`config.mk`:
```
export PLATFORM = sky130hd
export DESIGN_NAME = wishbone_master
export DESIGN_NICKNAME = d
export VERILOG_FILES = /design/src/rtl/wishbone_master.sv
export SDC_FILE = /design/constraint.sdc
export NUM_CORES = 1
export LEC_CHECK = 0
export CAP_MARGIN = 20
export CORE_ASPECT_RATIO = 0.6
export CORE_MARGIN = 1
export CORE_UTILIZATION = 39
export CTS_CLUSTER_DIAMETER = 80
export DETAILED_ROUTE_END_ITERATION = 7
export DONT_BUFFER_PORTS = 1
export MAX_ROUTING_LAYER = met4
export SYNTH_ARGS = -nofsm -noshare
export SYNTH_HDL_FRONTEND = slang
export SYNTH_SLANG_ARGS = --single-unit
```
`constraint.sdc`:
```
create_clock -name clk_i -period 3.9 [get_ports clk_i]
set_input_delay 0.39 -clock clk_i [delete_from_list [all_inputs] [get_ports clk_i]]
set_output_delay 0.39 -clock clk_i [all_outputs]
set_load 0.03 [all_outputs]
```
`src/rtl/wishbone_master.sv`:
```
// Wishbone B4 pipelined master: turns one valid/ready request into a single bus cycle
// and returns a one-cycle response, aborting with an error if no ack arrives in time.
module wishbone_master #(
    parameter int unsigned TIMEOUT_CYCLES = 16
) (
    input  logic        clk_i,
    input  logic        rst_i,
    input  logic        req_valid_i,
    output logic        req_ready_o,
    input  logic [31:0] req_addr_i,
    input  logic        req_we_i,
    input  logic [3:0]  req_sel_i,
    input  logic [31:0] req_data_i,
    output logic        rsp_valid_o,
    output logic [31:0] rsp_data_o,
    output logic        rsp_err_o,
    output logic [31:0] wb_adr_o,
    output logic [31:0] wb_dat_o,
    input  logic [31:0] wb_dat_i,
    output logic        wb_we_o,
    output logic [3:0]  wb_sel_o,
    output logic        wb_stb_o,
    input  logic        wb_ack_i,
    output logic        wb_cyc_o,
    input  logic        wb_stall_i
);

    typedef enum logic [1:0] {StIdle, StRequest, StWaitAck} state_t;

    state_t      state, state_next;
    logic [31:0] count, count_next;
    logic        cyc_next, stb_next, we_next;
    logic [31:0] adr_next, dat_next;
    logic [3:0]  sel_next;
    logic        rsp_valid_next, rsp_err_next;
    logic [31:0] rsp_data_next;
    logic        ack_taken, expire;

    assign req_ready_o = (state == StIdle);

    // An ack that arrives while the strobe is still stalled is not a valid handshake.
    assign ack_taken = wb_ack_i &&
                       ((state == StWaitAck) || (state == StRequest && !wb_stall_i));
    assign expire    = (TIMEOUT_CYCLES != 0) && (count + 32'd1 == TIMEOUT_CYCLES);

    always_comb begin
        state_next     = state;
        count_next     = count;
        cyc_next       = wb_cyc_o;
        stb_next       = wb_stb_o;
        we_next        = wb_we_o;
        adr_next       = wb_adr_o;
        dat_next       = wb_dat_o;
        sel_next       = wb_sel_o;
        rsp_valid_next = 1'b0;
        rsp_err_next   = 1'b0;
        rsp_data_next  = 32'd0;

        case (state)
            StIdle: begin
                if (req_valid_i) begin
                    adr_next   = req_addr_i;
                    we_next    = req_we_i;
                    sel_next   = req_sel_i;
                    dat_next   = req_data_i;
                    cyc_next   = 1'b1;
                    stb_next   = 1'b1;
                    count_next = 32'd0;
                    state_next = StRequest;
                end
            end
            StRequest, StWaitAck: begin
                count_next = count + 32'd1;
                if (ack_taken) begin
                    cyc_next       = 1'b0;
                    stb_next       = 1'b0;
                    rsp_valid_next = 1'b1;
                    rsp_data_next  = wb_we_o ? 32'd0 : wb_dat_i;
                    state_next     = StIdle;
                end else if (expire) begin
                    cyc_next       = 1'b0;
                    stb_next       = 1'b0;
                    rsp_valid_next = 1'b1;
                    rsp_err_next   = 1'b1;
                    state_next     = StIdle;
                end else if (state == StRequest && !wb_stall_i) begin
                    stb_next   = 1'b0;
                    state_next = StWaitAck;
                end
            end
            default: state_next = StIdle;
        endcase
    end

    always_ff @(posedge clk_i or posedge rst_i) begin
        if (rst_i) begin
            state       <= StIdle;
            count       <= 32'd0;
            wb_cyc_o    <= 1'b0;
            wb_stb_o    <= 1'b0;
            wb_we_o     <= 1'b0;
            wb_adr_o    <= 32'd0;
            wb_dat_o    <= 32'd0;
            wb_sel_o    <= 4'd0;
            rsp_valid_o <= 1'b0;
            rsp_err_o   <= 1'b0;
            rsp_data_o  <= 32'd0;
        end else begin
            state       <= state_next;
            count       <= count_next;
            wb_cyc_o    <= cyc_next;
            wb_stb_o    <= stb_next;
            wb_we_o     <= we_next;
            wb_adr_o    <= adr_next;
            wb_dat_o    <= dat_next;
            wb_sel_o    <= sel_next;
            rsp_valid_o <= rsp_valid_next;
            rsp_err_o   <= rsp_err_next;
            rsp_data_o  <= rsp_data_next;
        end
    end

endmodule

```
==> results of run 1 <==
## power by group through the flow
stage	combinational, mW	clock [mW]	sequential, mW
after floorplan	0.790	0	2.91
after global placement	0.921	0	3.03
after detailed placement	0.970	0	3.04
after CTS	0.973	1.85	3.02
after global routing	1.05	1.91	3.07
final	0.956	1.80	3.01
## metrics by stage
stage,utilization (%),hold WS (ns)
4_1_cts,45.06,0.08553
2_1_floorplan,-,0.5186
6_report,45.08,0.1003
5_1_grt,45.08,0.08174
3_5_place_dp,41.01,0.3145
3_3_place_gp,40.89,0.5201
## cell usage after synthesis (3+ instances only)
| cell type | n |
|---|---|
| a22o_1 | 15 |
| buf_6 | 5 |
| buf_1 | 8 |
| nand2_1 | 49 |
| clkbuf_1 | 12 |
| inv_1 | 12 |
| or3_1 | 3 |
| o21ai_0 | 35 |
| a21o_1 | 3 |
| xor2_1 | 4 |
| xnor2_1 | 9 |
| buf_4 | 4 |
| dfrtp_1 | 139 |
| nand4_1 | 14 |
| clkbuf_8 | 7 |
| and4_1 | 3 |
| and2_1 | 33 |
| ha_1 | 5 |
| mux2_2 | 72 |
| nor3_1 | 17 |
| mux2i_1 | 3 |
| nor4_1 | 3 |
| nand3_1 | 24 |
| nor2_1 | 21 |
| o31ai_1 | 8 |
| nor4_2 | 3 |
| nand4_2 | 3 |
| a21oi_1 | 9 |
| nor4_4 | 3 |
| clkbuf_4 | 3 |
## flip-flops by register name, summed over array words and instances (netlist names)
| name | cells |
|---|---|
| rsp_valid_o | 1 |
| wb_adr_o | 32 |
| state | 2 |
| wb_we_o | 1 |
| rsp_data_o | 32 |
| wb_sel_o | 4 |
| count | 32 |
| wb_cyc_o | 1 |
| wb_stb_o | 1 |
| wb_dat_o | 32 |
| rsp_err_o | 1 |
## path summary, 6_finish.rpt
path                                  end  slack (ns)  cells past startpoint
max                              state[1]        0.81                     10
min                        rsp_data_o[20]        0.10                      1
max reg2reg                      state[1]        0.81                     10
min reg2reg                      state[1]        0.61                      1
max in group asynchronous   rsp_data_o[3]        2.35                      4
min in group asynchronous    wb_dat_o[20]        0.50                      2
## kinds of logic (layout without fill, tap and decap cells)
| logic type | count (synthesis) | count (layout) |
|---|---|---|
| AND/OR/NAND/NOR | 200 | 200 |
| flip-flops | 139 | 139 |
| AO/OA/AOI/OAI | 87 | 87 |
| multiplexers | 76 | 76 |
| buffers and inverters | 56 | 52 |
| XOR/XNOR | 14 | 14 |
| adder cells (fa/ha/maj) | 5 | 5 |
| other | 0 | 1 |
## layout make-up
type,count,share of cell area [%]
sequential,139,46.94
multi-input combinational,382,38.22
clock buffer,17,5.740
tap,228,3.849
clock inverter,14,3.107
timing repair buffer,9,1.452
inverter,12,0.6584
antenna,1,0.03377
## routing by layer
metal | part of all wire (%) | global-route usage, %
met3 | 8.2 | 5.251
met2 | 46 | 26.37
met5 | 0 | -
met4 | 1.1 | 6.584
met1 | 45 | 23.95
## worst max-delay path, cell delays in order (launching register included)
cell and delay [ns]:
dfrtp_1 0.45, ha_1 0.26, nand3_2 0.28, nor4_1 0.35, buf_4 0.19, mux2i_1 0.23
nand4_1 0.12, or3b_2 0.49, nor4_4 0.35, a211oi_1 0.09, a21o_1 0.17
==> reports/metrics.cfg, run 1 <==
[cts]
cts.reportedPaths.clkPinSlew_ns=0.06
post_cts_resized=0
h-tree-depth=4
hold_buffers=1
clock_latency_ns=0.41
cts_setup_buffers=0
cts_buffers=17
cts_num_sinks=139
cts-root-buf=clkbuf_16
tritoncts=done
cts_buffer_depth=2

[pwr]
power_frac_comb_pct=16.6
power_density_nw_per_um2=778.9
swShare_pct=39.99
p_clk_share_pct=31.2
internal_power_mw=3.464
irDropWorstVdd_uv=322.3
seqPwrFrac_pct=52.2
switchingPower_mw=2.309
p_total_mw=5.773
leakage_nw=3.158

[layout]
layout_commonest_cell=dfrtp_1
fillers=1506
mostFrequentLayoutCells=dfrtp_1 (139), mux2_2 (72), nand2_1 (48)
drive_above_1_share_pct=24.78
fin_nets=672
syn2layout_area_growth_pct=11.27
multiInputGateArea_um2=2833
final_cell_area_um2=7411
layout.cells.non_filler=802
regArea_um2=3478

[place]
place_congestion=0.9511
dp_cells=769
hpwl_mm=11.38
placed_area_um2=6743
port_buffers=0
pre_cts_ws_ns=0.8463

[floorplanning]
die_x_um=170.7
start_util_pct=40.51
coreArea_um2=16440
die_h_um=103.2
rows=36
dieArea_um2=17620
io_pins=212

[route]
drc=0
wl_per_cell_um=19.33
drt.antenna.violating_nets=0
vias=4460
drt_wl_total_mm=15.50
drtIter0Drc=351
viasPerCell=5.561
dr.pass1.iters=4

[logic_synthesis]
synth_async_sr_flop_share_pct=100.0
synthesis.area_um2=6660
synth_top_family_by_area=simple AND/OR/NAND/NOR gates
ys_seq_area_share_pct=52.23
synth.largest_area_cell=dfrtp_1
syn_avg_cell_area_um2=11.54
synth_cells=577
synth_cell_types=66
synth_fa_ha_area_share_pct=0.9393
ys.flop_type=dfrtp_1
yosysTopAreaCellShare_pct=52.23
yosys-top-cells-area=dfrtp_1 (52%), mux2_2 (12%), and2_1 (3.1%), nand2_1 (2.8%), o21ai_0 (2.6%)
synthXorXnorAreaFrac_pct=1.954
yosys_warnings=0
ys_ff_latch=139
synth_nets=688
synth-simple-area-share_pct=17.83
synthMuxAreaShare_pct=12.79
synth_edf_count=0
synth_compound_area_share_pct=8.905

[global_route]
grt_pass1_wl_mm=23.19
grt_usage_pct=18.10
antenna_found_initial=1
grt_pass1_vias=4283
grt_max_degree=89
grt.overflow.total=0

[sta]
maxSlewViolCount=0
maxSlewHeadroom_pct=40.23
tns_ns=0
clock.fmax_ghz=0.3238
period_minus_slack_ns=3.088
period_share_pct=79.18
setup_viol=0
layout_setup_ws_ns=0.8119
hold_viol=0
final.setup_skew_ns=0.008237
rsz0062_at_grt=no
max_slew.worst_pin.slew_ns=0.8965

[worst_hold_path]
hold_class=in2reg
worstHoldStart=wb_dat_i[20]

[critical_path]
arrival_ns=3.38
cp-startpoint=count[0]
r2r-start=count[0]
path_class=reg2reg
worst_setup_path_start_kind=flip-flop
path_max_fanout=14
worstPathRequired_ns=4.20
cp-end-kind=flip-flop

[flow_run]
timing.max_cap.violations=0

[outcome]
outcome=finished, final reports clean

Power figures use the tool's default switching activity.
==> run 2: changes to the inputs <==
Clock period 3.9 ns to 3.1 ns, I/O delays scaled along.
==> reports/metrics.cfg, run 2 (synthesized netlist as in run 1, its figures left out) <==
[cts]
clock_latency_ns=0.41  ; about the same
cts_num_sinks=139  ; unchanged
tritoncts=done  ; unchanged
cts.reportedPaths.clkPinSlew_ns=0.06  ; about the same
h-tree-depth=4  ; unchanged
cts-root-buf=clkbuf_16  ; unchanged
cts_buffer_depth=2  ; unchanged
cts_buffers=17  ; unchanged

[sta]
period_share_pct=95.04  ; was 79.18%
setup_viol=0  ; unchanged
final.setup_skew_ns=0.009459  ; was 0.008237 ns
maxSlewViolCount=0  ; unchanged
tns_ns=0  ; unchanged
whs_ns=0.02194  ; was 0.1003 ns
rsz0062_at_grt=no  ; unchanged
hold_viol=0  ; unchanged
period_minus_slack_ns=2.946  ; was 3.088 ns
clock.fmax_ghz=0.3394  ; was 0.3238 GHz
maxSlewHeadroom_pct=54.53  ; was 40.23%
max_slew.worst_pin.slew_ns=0.6820  ; was 0.8965 ns

[critical_path]
worst-path-buf-inv=2  ; was 1
path_class=reg2reg  ; unchanged
worst_setup_path_start_kind=flip-flop  ; unchanged
crit_cells=11  ; was 10
critPathSlowestCell=or3b_2  ; unchanged
worstPathRequired_ns=3.40  ; was 4.20 ns
reg2reg_depth=11  ; was 10
worstReg2RegEnd=state[1]  ; unchanged
slowest_delay_ns=0.49  ; about the same
arrival_ns=3.24  ; was 3.38 ns
crit_path_frequent_cell=buf_4
path_cells=ha_1, nand3_2, nor4_1, buf_4, mux2i_1, nand4_1, or3b_2, nor4_4, buf_4, a211oi_1, a21o_1  ; was ha_1, nand3_2, nor4_1, buf_4, mux2i_1, nand4_1, or3b_2, nor4_4, a211oi_1, a21o_1
r2r_slack_ns=0.15  ; was 0.81 ns
cpLargestDelayFamily=simple AND/OR/NAND/NOR gates  ; unchanged
r2r-start=count[0]  ; unchanged
cp-end-kind=flip-flop  ; unchanged
path_max_fanout=7  ; was 14

[route]
drt.antenna.violating_nets=0  ; unchanged
wl_per_cell_um=19.27  ; was 19.33 um
vias=4430  ; was 4460
viasPerCell=5.449  ; was 5.561
drtIter0Drc=259  ; was 351
drc=0  ; unchanged
dr.pass1.iters=5  ; was 4
drt_wl_total_mm=15.66  ; was 15.50 mm

[global_route]
grt.overflow.total=0  ; unchanged
grt_pass1_vias=4275  ; was 4283
grt_pass1_wl_mm=23.58  ; was 23.19 mm
antenna_found_initial=0  ; was 1
grt_max_degree=90  ; was 89
grt_usage_pct=18.34  ; was 18.10%

[place]
dp_cells=779  ; was 769
port_buffers=0  ; unchanged
place_congestion=0.9057  ; was 0.9511
hpwl_mm=11.46  ; was 11.38 mm

[layout]
multiInputGateArea_um2=2839  ; was 2833 um^2
layout.cells.non_filler=813  ; was 802
drive_above_1_share_pct=26.32  ; was 24.78%
syn2layout_area_growth_pct=11.16  ; was 11.27%
fin_nets=683  ; was 672
fillers=1509  ; was 1506
regArea_um2=3478  ; unchanged
mostFrequentLayoutCells=dfrtp_1 (139), mux2_2 (72), nand2_1 (48)  ; unchanged
layout_commonest_cell=dfrtp_1  ; unchanged
diodes=0  ; was 1

[pwr]
power_density_nw_per_um2=950.6  ; was 778.9 nW/um^2
irDropWorstVdd_uv=410.7  ; was 322.3 uV
leakage_nw=3.168  ; was 3.158 nW
p_total_mw=7.038  ; was 5.773 mW

[floorplanning]
die_x_um=170.7  ; unchanged
start_util_pct=40.51  ; unchanged
io_pins=212  ; unchanged
die_h_um=103.2  ; unchanged
coreArea_um2=16440  ; unchanged
dieArea_um2=17620  ; unchanged
rows=36  ; unchanged

[worst_hold_path]
hold_path_depth=1  ; unchanged
worstHoldStart=wb_dat_i[16]  ; was wb_dat_i[20]
min_to=rsp_data_o[16]  ; was rsp_data_o[20]
hold_class=in2reg  ; unchanged

[flow_run]
timing.max_cap.violations=0  ; unchanged

[outcome]
outcome=finished, final reports clean  ; unchanged

==> run 2: cell count changes in the layout (fill, tap and decap cells not counted), moves of 2 or more <==
| cell | before | now |
|---|---|---|
| buf_4 | 5 | 18 |
| bufinv_16 | 5 | 2 |
| buf_12 | 3 | 1 |
| clkinvlp_4 | 2 | 4 |
| inv_6 | 5 | 7 |
==> run 2: power by group <==
part	leakage [nW]	internal (mW)	total, mW	switching, mW
clock	0.279	1.20	2.03	0.827
sequential	1.77	2.34	3.79	1.46
combinational	1.12	0.593	1.22	0.623
==> run 2: per-layer routing <==
metal / global-route usage, % / part of all wire, % / up-vias
met1: 25.18 / 47 / 2188
met4: 5.752 / 1.3 / 0
met2: 25.71 / 44 / 190
met3: 5.632 / 7.4 / 15
li1: - / - / 2037
met5: - / 0 / -
==> run 2: worst max path at each step <==
stage,start,end
finish,count[0],state[1]
global route,count[0],state[1]
CTS,count[0],state[1]
detailed placement,count[0],state[1]
global placement,count[0],state[0]
floorplan,count[0],state[0]
==> run 2: timing repair <==
action                                 in CTS  in global routing
buffers inserted                            0                  1
hold buffers                                1                  0
endpoints found under the hold margin      19                  0
setup endpoints to repair                   0                  2
gates resized for setup                     0                  1
==> run 2: worst register-to-register path, stage by stage (launching register included) <==
cell	delay [ns]
dfrtp_1	0.46
ha_1	0.28
nand3_2	0.14
nor4_1	0.30
buf_4	0.20
mux2i_1	0.31
nand4_1	0.14
or3b_2	0.49
nor4_4	0.14
buf_4	0.18
a211oi_1	0.05
a21o_1	0.16
==> run 2: final cells by class <==
cell class                 instances  area share (%)
clock inverter                    14           2.129
sequential                       139           46.98
clock buffer                      18           5.797
multi-input combinational        382           38.35
tap                              228           3.853
timing repair buffer              20           2.231
inverter                          12          0.6591
==> run 2: through the flow <==
step           setup slack, ns  instance area, um^2  util [%]
6_report                0.1538                 7403     45.03
5_1_grt                0.04394                 7403     45.03
4_1_cts                 0.1089                 7390     44.95
3_5_place_dp            0.1262                 6793     41.32
3_3_place_gp            0.2445                 6793     41.32
2_1_floorplan           0.3232                 6664         -
